--- config.mk ---
export PLATFORM = sky130hd
export DESIGN_NAME = texture_ram_arbiter
export DESIGN_NICKNAME = d
export VERILOG_FILES = /design/src/rtl/texture_ram_pkg.sv /design/src/rtl/rr_arb2.sv /design/src/rtl/texture_ram_arbiter.sv
export SDC_FILE = /design/constraint.sdc
export NUM_CORES = 1
export LEC_CHECK = 0
export ABC_AREA = 1
export ABC_CLOCK_PERIOD_IN_PS = 5450
export CORE_AREA = 2 2 107 109
export DETAILED_ROUTE_END_ITERATION = 6
export DIE_AREA = 0 0 109 111
export GPL_TIMING_DRIVEN = 1
export PLACE_DENSITY = 0.78
export SLEW_MARGIN = 10
export SYNTH_ARGS = -nofsm -noshare
export SYNTH_HDL_FRONTEND = slang
export SYNTH_SLANG_ARGS = --single-unit
--- constraint.sdc ---
create_clock -name clk -period 5.45 [get_ports clk]
set_clock_uncertainty 0.2 [all_clocks]
set_input_delay 1.09 -clock clk [delete_from_list [all_inputs] [get_ports clk]]
set_output_delay 1.09 -clock clk [all_outputs]
set_load 0.01 [all_outputs]
--- src/rtl/texture_ram_pkg.sv ---
// Shared constants and FSM encoding for the texture RAM arbiter.
// Latency: n/a (declarations only).
// Backpressure: n/a.
package texture_ram_pkg;

  localparam int TEX_DEPTH = 107120;
  localparam int TEX_AW    = 17;
  localparam int TEX_DW    = 32;

  typedef enum logic [1:0] {
    ST_IDLE  = 2'd0,
    ST_CLEAR = 2'd1,
    ST_DONE  = 2'd2
  } clr_state_e;

endpackage

--- src/rtl/rr_arb2.sv ---
// Two-way round-robin arbiter with a grant enable.
// Latency: combinational grant; priority pointer updates on the next clk edge.
// Backpressure: en=0 blocks the grant and freezes the pointer; cand still shows who would win.
//
// Ports:
//   clk, rst  clock and async active-high reset
//   req       request per requester
//   en        allow the candidate to be granted this cycle
//   cand      one-hot winner ignoring en
//   gnt       one-hot grant (cand gated by en)
module rr_arb2 (
  input  logic       clk,
  input  logic       rst,
  input  logic [1:0] req,
  input  logic       en,
  output logic [1:0] cand,
  output logic [1:0] gnt
);

  // ptr_q = index of the requester that wins when both request
  logic ptr_q;
  logic ptr_d;

  always_comb begin
    cand = 2'b00;
    case (req)
      2'b01:   cand = 2'b01;
      2'b10:   cand = 2'b10;
      2'b11:   cand = ptr_q ? 2'b10 : 2'b01;
      default: cand = 2'b00;
    endcase
    gnt = en ? cand : 2'b00;
  end

  // Priority only moves when a contested grant actually happened; the loser
  // of that contest becomes the favourite.
  always_comb begin
    ptr_d = ptr_q;
    if ((req == 2'b11) && (gnt != 2'b00)) begin
      ptr_d = gnt[0];
    end
  end

  always_ff @(posedge clk or posedge rst) begin
    if (rst) begin
      ptr_q <= 1'b0;
    end else begin
      ptr_q <= ptr_d;
    end
  end

endmodule

--- src/rtl/texture_ram_arbiter.sv ---
// Arbitrates two writers and two readers onto a single-port-pair texture RAM, with a bulk clear engine.
// Latency: grants combinational; rd_valid/rd_data and addr_err one cycle after the grant.
// Backpressure: requesters hold req until their gnt bit is seen; no grants while clearing.
//
// Ports:
//   clk, rst                               clock, async active-high reset
//   wr_req, wr_addr0/1, wr_data0/1, wr_gnt  write requesters (0 loader, 1 rasterizer)
//   rd_req, rd_addr0/1, rd_gnt              read requesters (0 sampler, 1 output ctrl)
//   rd_valid, rd_data                       read return, one cycle after grant
//   ram_we, ram_write_address, ram_data     RAM write port
//   ram_read_address, ram_q                 RAM read port (1-cycle read latency)
//   clear_start, busy, clear_done           bulk clear control/status
//   addr_err                                pulse for an out-of-range granted access
module texture_ram_arbiter #(
  parameter int TEX_DEPTH = 107120,
  parameter int TEX_AW    = 17,
  parameter int TEX_DW    = 32
) (
  input  logic              clk,
  input  logic              rst,
  input  logic [1:0]        wr_req,
  input  logic [TEX_AW-1:0] wr_addr0,
  input  logic [TEX_AW-1:0] wr_addr1,
  input  logic [TEX_DW-1:0] wr_data0,
  input  logic [TEX_DW-1:0] wr_data1,
  output logic [1:0]        wr_gnt,
  input  logic [1:0]        rd_req,
  input  logic [TEX_AW-1:0] rd_addr0,
  input  logic [TEX_AW-1:0] rd_addr1,
  output logic [1:0]        rd_gnt,
  output logic [1:0]        rd_valid,
  output logic [TEX_DW-1:0] rd_data,
  output logic              ram_we,
  output logic [TEX_AW-1:0] ram_write_address,
  output logic [TEX_DW-1:0] ram_data,
  output logic [TEX_AW-1:0] ram_read_address,
  input  logic [TEX_DW-1:0] ram_q,
  input  logic              clear_start,
  output logic              busy,
  output logic              clear_done,
  output logic              addr_err
);

  import texture_ram_pkg::*;

  localparam logic [TEX_AW-1:0] LAST_ADDR = TEX_AW'(TEX_DEPTH - 1);
  // One extra bit so a depth equal to 2**TEX_AW still compares correctly.
  localparam logic [TEX_AW:0]   DEPTH_W   = (TEX_AW + 1)'(TEX_DEPTH);

  clr_state_e        state_q, state_d;
  logic [TEX_AW-1:0] cnt_q, cnt_d;
  logic [1:0]        rd_valid_q, rd_valid_d;
  logic              rd_oor_q, rd_oor_d;
  logic              addr_err_q, addr_err_d;

  logic              arb_en;
  logic              clr_we;
  logic              rd_en;
  logic              hazard;
  logic [1:0]        wr_cand;
  logic [1:0]        rd_cand;
  logic [TEX_AW-1:0] wa;
  logic [TEX_AW-1:0] ra;
  logic [TEX_DW-1:0] wd;
  logic              w_oor;
  logic              r_oor;

  // ---------------- FSM: state register ----------------
  always_ff @(posedge clk or posedge rst) begin
    if (rst) begin
      state_q    <= ST_IDLE;
      cnt_q      <= '0;
      rd_valid_q <= 2'b00;
      rd_oor_q   <= 1'b0;
      addr_err_q <= 1'b0;
    end else begin
      state_q    <= state_d;
      cnt_q      <= cnt_d;
      rd_valid_q <= rd_valid_d;
      rd_oor_q   <= rd_oor_d;
      addr_err_q <= addr_err_d;
    end
  end

  // ---------------- FSM: next state ----------------
  always_comb begin
    state_d = state_q;
    cnt_d   = cnt_q;
    case (state_q)
      ST_IDLE: begin
        if (clear_start) begin
          state_d = ST_CLEAR;
          cnt_d   = '0;
        end
      end
      ST_CLEAR: begin
        if (cnt_q == LAST_ADDR) begin
          state_d = ST_DONE;
          cnt_d   = '0;
        end else begin
          cnt_d = cnt_q + TEX_AW'(1);
        end
      end
      ST_DONE: state_d = ST_IDLE;
      default: state_d = ST_IDLE;
    endcase
  end

  // ---------------- FSM: outputs ----------------
  // Grants are also masked while rst is high so the RAM sees no write during reset.
  always_comb begin
    busy       = (state_q == ST_CLEAR);
    clear_done = (state_q == ST_DONE);
    clr_we     = (state_q == ST_CLEAR);
    arb_en     = (state_q == ST_IDLE) && !rst;
  end

  // ---------------- arbitration ----------------
  rr_arb2 u_wr_arb (
    .clk  (clk),
    .rst  (rst),
    .req  (wr_req),
    .en   (arb_en),
    .cand (wr_cand),
    .gnt  (wr_gnt)
  );

  // The read candidate is known before its grant so it can be checked against
  // the winning write; a colliding read is held off one cycle with its pointer frozen.
  rr_arb2 u_rd_arb (
    .clk  (clk),
    .rst  (rst),
    .req  (rd_req),
    .en   (rd_en),
    .cand (rd_cand),
    .gnt  (rd_gnt)
  );

  assign wa     = wr_cand[1] ? wr_addr1 : wr_addr0;
  assign wd     = wr_cand[1] ? wr_data1 : wr_data0;
  assign ra     = rd_cand[1] ? rd_addr1 : rd_addr0;
  assign w_oor  = ({1'b0, wa} >= DEPTH_W);
  assign r_oor  = ({1'b0, ra} >= DEPTH_W);
  assign hazard = (|wr_gnt) && (|rd_cand) && (ra == wa);
  assign rd_en  = arb_en && !hazard;

  // ---------------- RAM ports ----------------
  always_comb begin
    if (clr_we) begin
      ram_we            = 1'b1;
      ram_write_address = cnt_q;
      ram_data          = '0;
    end else begin
      ram_we            = (|wr_gnt) && !w_oor;
      ram_write_address = wa;
      ram_data          = wd;
    end
    ram_read_address = ra;
  end

  // ---------------- read return / error ----------------
  always_comb begin
    rd_valid_d = rd_gnt;
    rd_oor_d   = (|rd_gnt) && r_oor;
    addr_err_d = ((|wr_gnt) && w_oor) || ((|rd_gnt) && r_oor);
  end

  // Out-of-range reads return zero instead of whatever the RAM drives.
  assign rd_valid = rd_valid_q;
  assign rd_data  = ((|rd_valid_q) && !rd_oor_q) ? ram_q : '0;
  assign addr_err = addr_err_q;

endmodule

==> results.json <==
{
  "place_inst": 1080,
  "grt.overflow.total": 0,
  "worst_slack_ns": 0.362,
  "grt_pass1_wl_um": 25600,
  "syn_avg_cell_area_um2": 5.17,
  "power_leakage_nw": 3.15,
  "report.final.slew_viol_count": 0,
  "post_cts_resized": 0,
  "cts_setup_buffers": 0,
  "start_kind": "primary input",
  "grt_busiest_layer": "met2",
  "finalSetupViolations": 0,
  "p_int_w": 0.000457,
  "gp_congestion": 0.947,
  "ys_types": 37,
  "fillers": 1150,
  "critPathCapture": "ram_we",
  "drt_iter0_markers": 357,
  "final_common_cell": "clkdlybuf4s50_1",
  "drive_gt1_frac": 0.0351,
  "start_util": 0.317,
  "cts.sinks": 25,
  "min_period_ns": 5.09,
  "drt-total-wl_um": 16600,
  "crit_type": "in -> out",
  "synth_seq_cells": 25,
  "path_clk_slew_ns": 0.07,
  "ys_warn_count": 0,
  "place_ws_ns": 0.383,
  "grt_max_degree": 44,
  "ff2ff_path_depth": 10,
  "wire_per_inst_um": 15.3,
  "grt_pass1_vias": 4993,
  "hold_depth": 2,
  "dp_hpwl_um": 13900,
  "power.share.switching": 0.309,
  "finalNetCount": 1114,
  "use_met2": 0.504,
  "reg2reg_slack_ns": 3.11,
  "root_buffer": "clkbuf_16",
  "grt_antenna_before_repair": 1,
  "vdd_ir_drop_max_mv": 0.114,
  "postSynthCellCount": 679,
  "seqPwrFrac": 0.282,
  "die_h_um": 111,
  "cap_violations": 0,
  "hold_viol": 0,
  "cp_data_required_time_ns": 4.16,
  "drtPass1Iterations": 4,
  "coreArea_mm2": 0.0111,
  "postCtsHoldBufs": 0,
  "vias_per_cell": 4.92,
  "critPathLaunch": "wr_req[0]",
  "reg2reg_from": "cnt_q[0]$_DFFE_PP0P_",
  "setup_tns_ns": 0,
  "netlist_area_mm2": 0.00351,
  "ys_seq_area_frac": 0.178,
  "comb_power_share": 0.463,
  "use_met1": 0.282,
  "power_density_mw_per_mm2": 102,
  "tightest_slew_ns": 1.16,
  "holdWs_ns": 0.357,
  "layout.cells.non_filler": 1085,
  "core.rowCount": 39,
  "totalPowerFinal_w": 0.000662,
  "clock_path_buffers": 2,
  "max_slew_margin": 0.225,
  "dieArea_mm2": 0.0121,
  "fp.dieW_um": 109,
  "max_freq_ghz": 0.197,
  "drc_errors": 0,
  "r2r_end": "cnt_q[11]$_DFFE_PP0P_",
  "cts_tree": "built",
  "layout_common_cells": "clkdlybuf4s50_1, nand2_1, nor2_1",
  "syn_to_final_growth_pct": 85.5,
  "boundaryPins": 279,
  "io_buffer_count": 278,
  "fin_crit_sh": 0.934,
  "worst_skew_pair.late_latency_ns": 0.26,
  "clkPwrFrac": 0.255,
  "met3_usage": 0.0700,
  "num_vias": 5333,
  "cp_max_fo": 21,
  "multi_input_area_mm2": 0.00231,
  "end_kind": "output port",
  "critPathArrivalTime_ns": 3.80,
  "synth.net_count": 851,
  "antenna_left": 0,
  "numCtsBuffers": 3,
  "grt_setup_unrepaired": "no",
  "cts-htree-levels": 1,
  "grt_usage": 0.270,
  "switchingPower_w": 0.000205,
  "final-seq-area_um2": 626,
  "hp-class": "reg -> reg",
  "status": "finished, final reports clean"
}
-- metrics by stage --
stage	utilization	instance area (um2)
6_report	0.588	6510
5_1_grt	0.588	6510
4_1_cts	0.588	6510
3_5_place_dp	0.580	6430
3_3_place_gp	0.580	6430
2_1_floorplan	-	3510
-- synthesized netlist by cell type --
cell,number,area share
clkbuf_1,21,0.022
nand3_2,2,0.0057
or2_2,1,0.0018
o21ai_1,5,0.0071
nand2_1,194,0.21
o21ai_2,1,0.0025
nor4_1,3,0.0053
nand4_1,6,0.011
a21oi_1,4,0.0057
nor2_2,3,0.0053
and2_1,1,0.0018
nand2_2,4,0.0071
a31oi_1,1,0.0018
a21boi_0,1,0.0021
nand3_1,42,0.060
xor2_1,7,0.017
o21ai_0,69,0.098
nor3_2,1,0.0029
a22oi_1,1,0.0021
nand3b_1,16,0.034
buf_2,7,0.010
o32ai_1,1,0.0025
xnor2_1,1,0.0025
o21bai_1,1,0.0021
a21boi_1,1,0.0021
o22ai_1,9,0.016
ha_1,1,0.0036
o221ai_1,1,0.0025
buf_4,1,0.0021
buf_6,3,0.0096
inv_2,2,0.0021
dfrtp_1,25,0.18
nand2_4,1,0.0032
nor2_1,123,0.13
and3_1,1,0.0018
nor3_1,6,0.0086
inv_1,112,0.12
-- logic make-up after synthesis --
group / share of synthesized area
XOR/XNOR: 0.0200
buffers and inverters: 0.166
flip-flops: 0.178
AO/OA/AOI/OAI: 0.145
adder cells (fa/ha/maj): 0.00356
AND/OR/NAND/NOR: 0.487
-- sequential cells by signal (all words and copies together), names as in the netlist --
register        flops
cnt_q              17
addr_err            1
u_rd_arb.ptr_q      1
rd_valid            2
u_wr_arb.ptr_q      1
state_q             2
rd_oor_q            1
-- metal layers --
metal / wire [um] / vias up / part of all wire
met2: 8570 / 280 / 0.52
met5: 0 / - / 0
li1: - / 2625 / -
met4: 615 / 0 / 0.037
met1: 5730 / 2394 / 0.35
met3: 1660 / 34 / 0.10
-- layout make-up --
type,count,share of cell area
inverter,114,0.0657
timing repair buffer,290,0.443
clock buffer,4,0.0121
multi-input combinational,508,0.355
antenna,1,0.000384
tap,143,0.0275
sequential,25,0.0961
-- worst max-delay path, cell delays in order --
cell	delay, ns
clkdlybuf4s50_1	0.56
nand2_1	0.13
nand2_2	0.26
buf_12	0.20
nand2_1	0.07
nand2_1	0.13
nor2_1	0.08
and3_1	0.17
a22oi_1	0.14
nand2_1	0.11
o21ai_1	0.24
clkdlybuf4s50_1	0.60
-- power groups by stage --
stage / sequential [W] / combinational (W) / clock, W
after global routing: 0.000186 / 0.000335 / 0.000182
after CTS: 0.000186 / 0.000306 / 0.000171
final: 0.000186 / 0.000306 / 0.000169
after detailed placement: 0.000190 / 0.000306 / 0
after global placement: 0.000190 / 0.000304 / 0
after floorplan: 0.000190 / 0.000120 / 0
-- worst min path at each step --
| stage | startpoint | to | slack (ns) |
|---|---|---|---|
| global placement | u_rd_arb.ptr_q$_DFFE_PP0P_ | u_rd_arb.ptr_q$_DFFE_PP0P_ | 0.34 |
| CTS | u_rd_arb.ptr_q$_DFFE_PP0P_ | u_rd_arb.ptr_q$_DFFE_PP0P_ | 0.35 |
| detailed placement | u_rd_arb.ptr_q$_DFFE_PP0P_ | u_rd_arb.ptr_q$_DFFE_PP0P_ | 0.34 |
| finish | u_rd_arb.ptr_q$_DFFE_PP0P_ | u_rd_arb.ptr_q$_DFFE_PP0P_ | 0.36 |
| floorplan | u_rd_arb.ptr_q$_DFFE_PP0P_ | u_rd_arb.ptr_q$_DFFE_PP0P_ | 0.31 |
| global route | u_rd_arb.ptr_q$_DFFE_PP0P_ | u_rd_arb.ptr_q$_DFFE_PP0P_ | 0.39 |
Note: power is estimated with default switching activity, not from simulation.
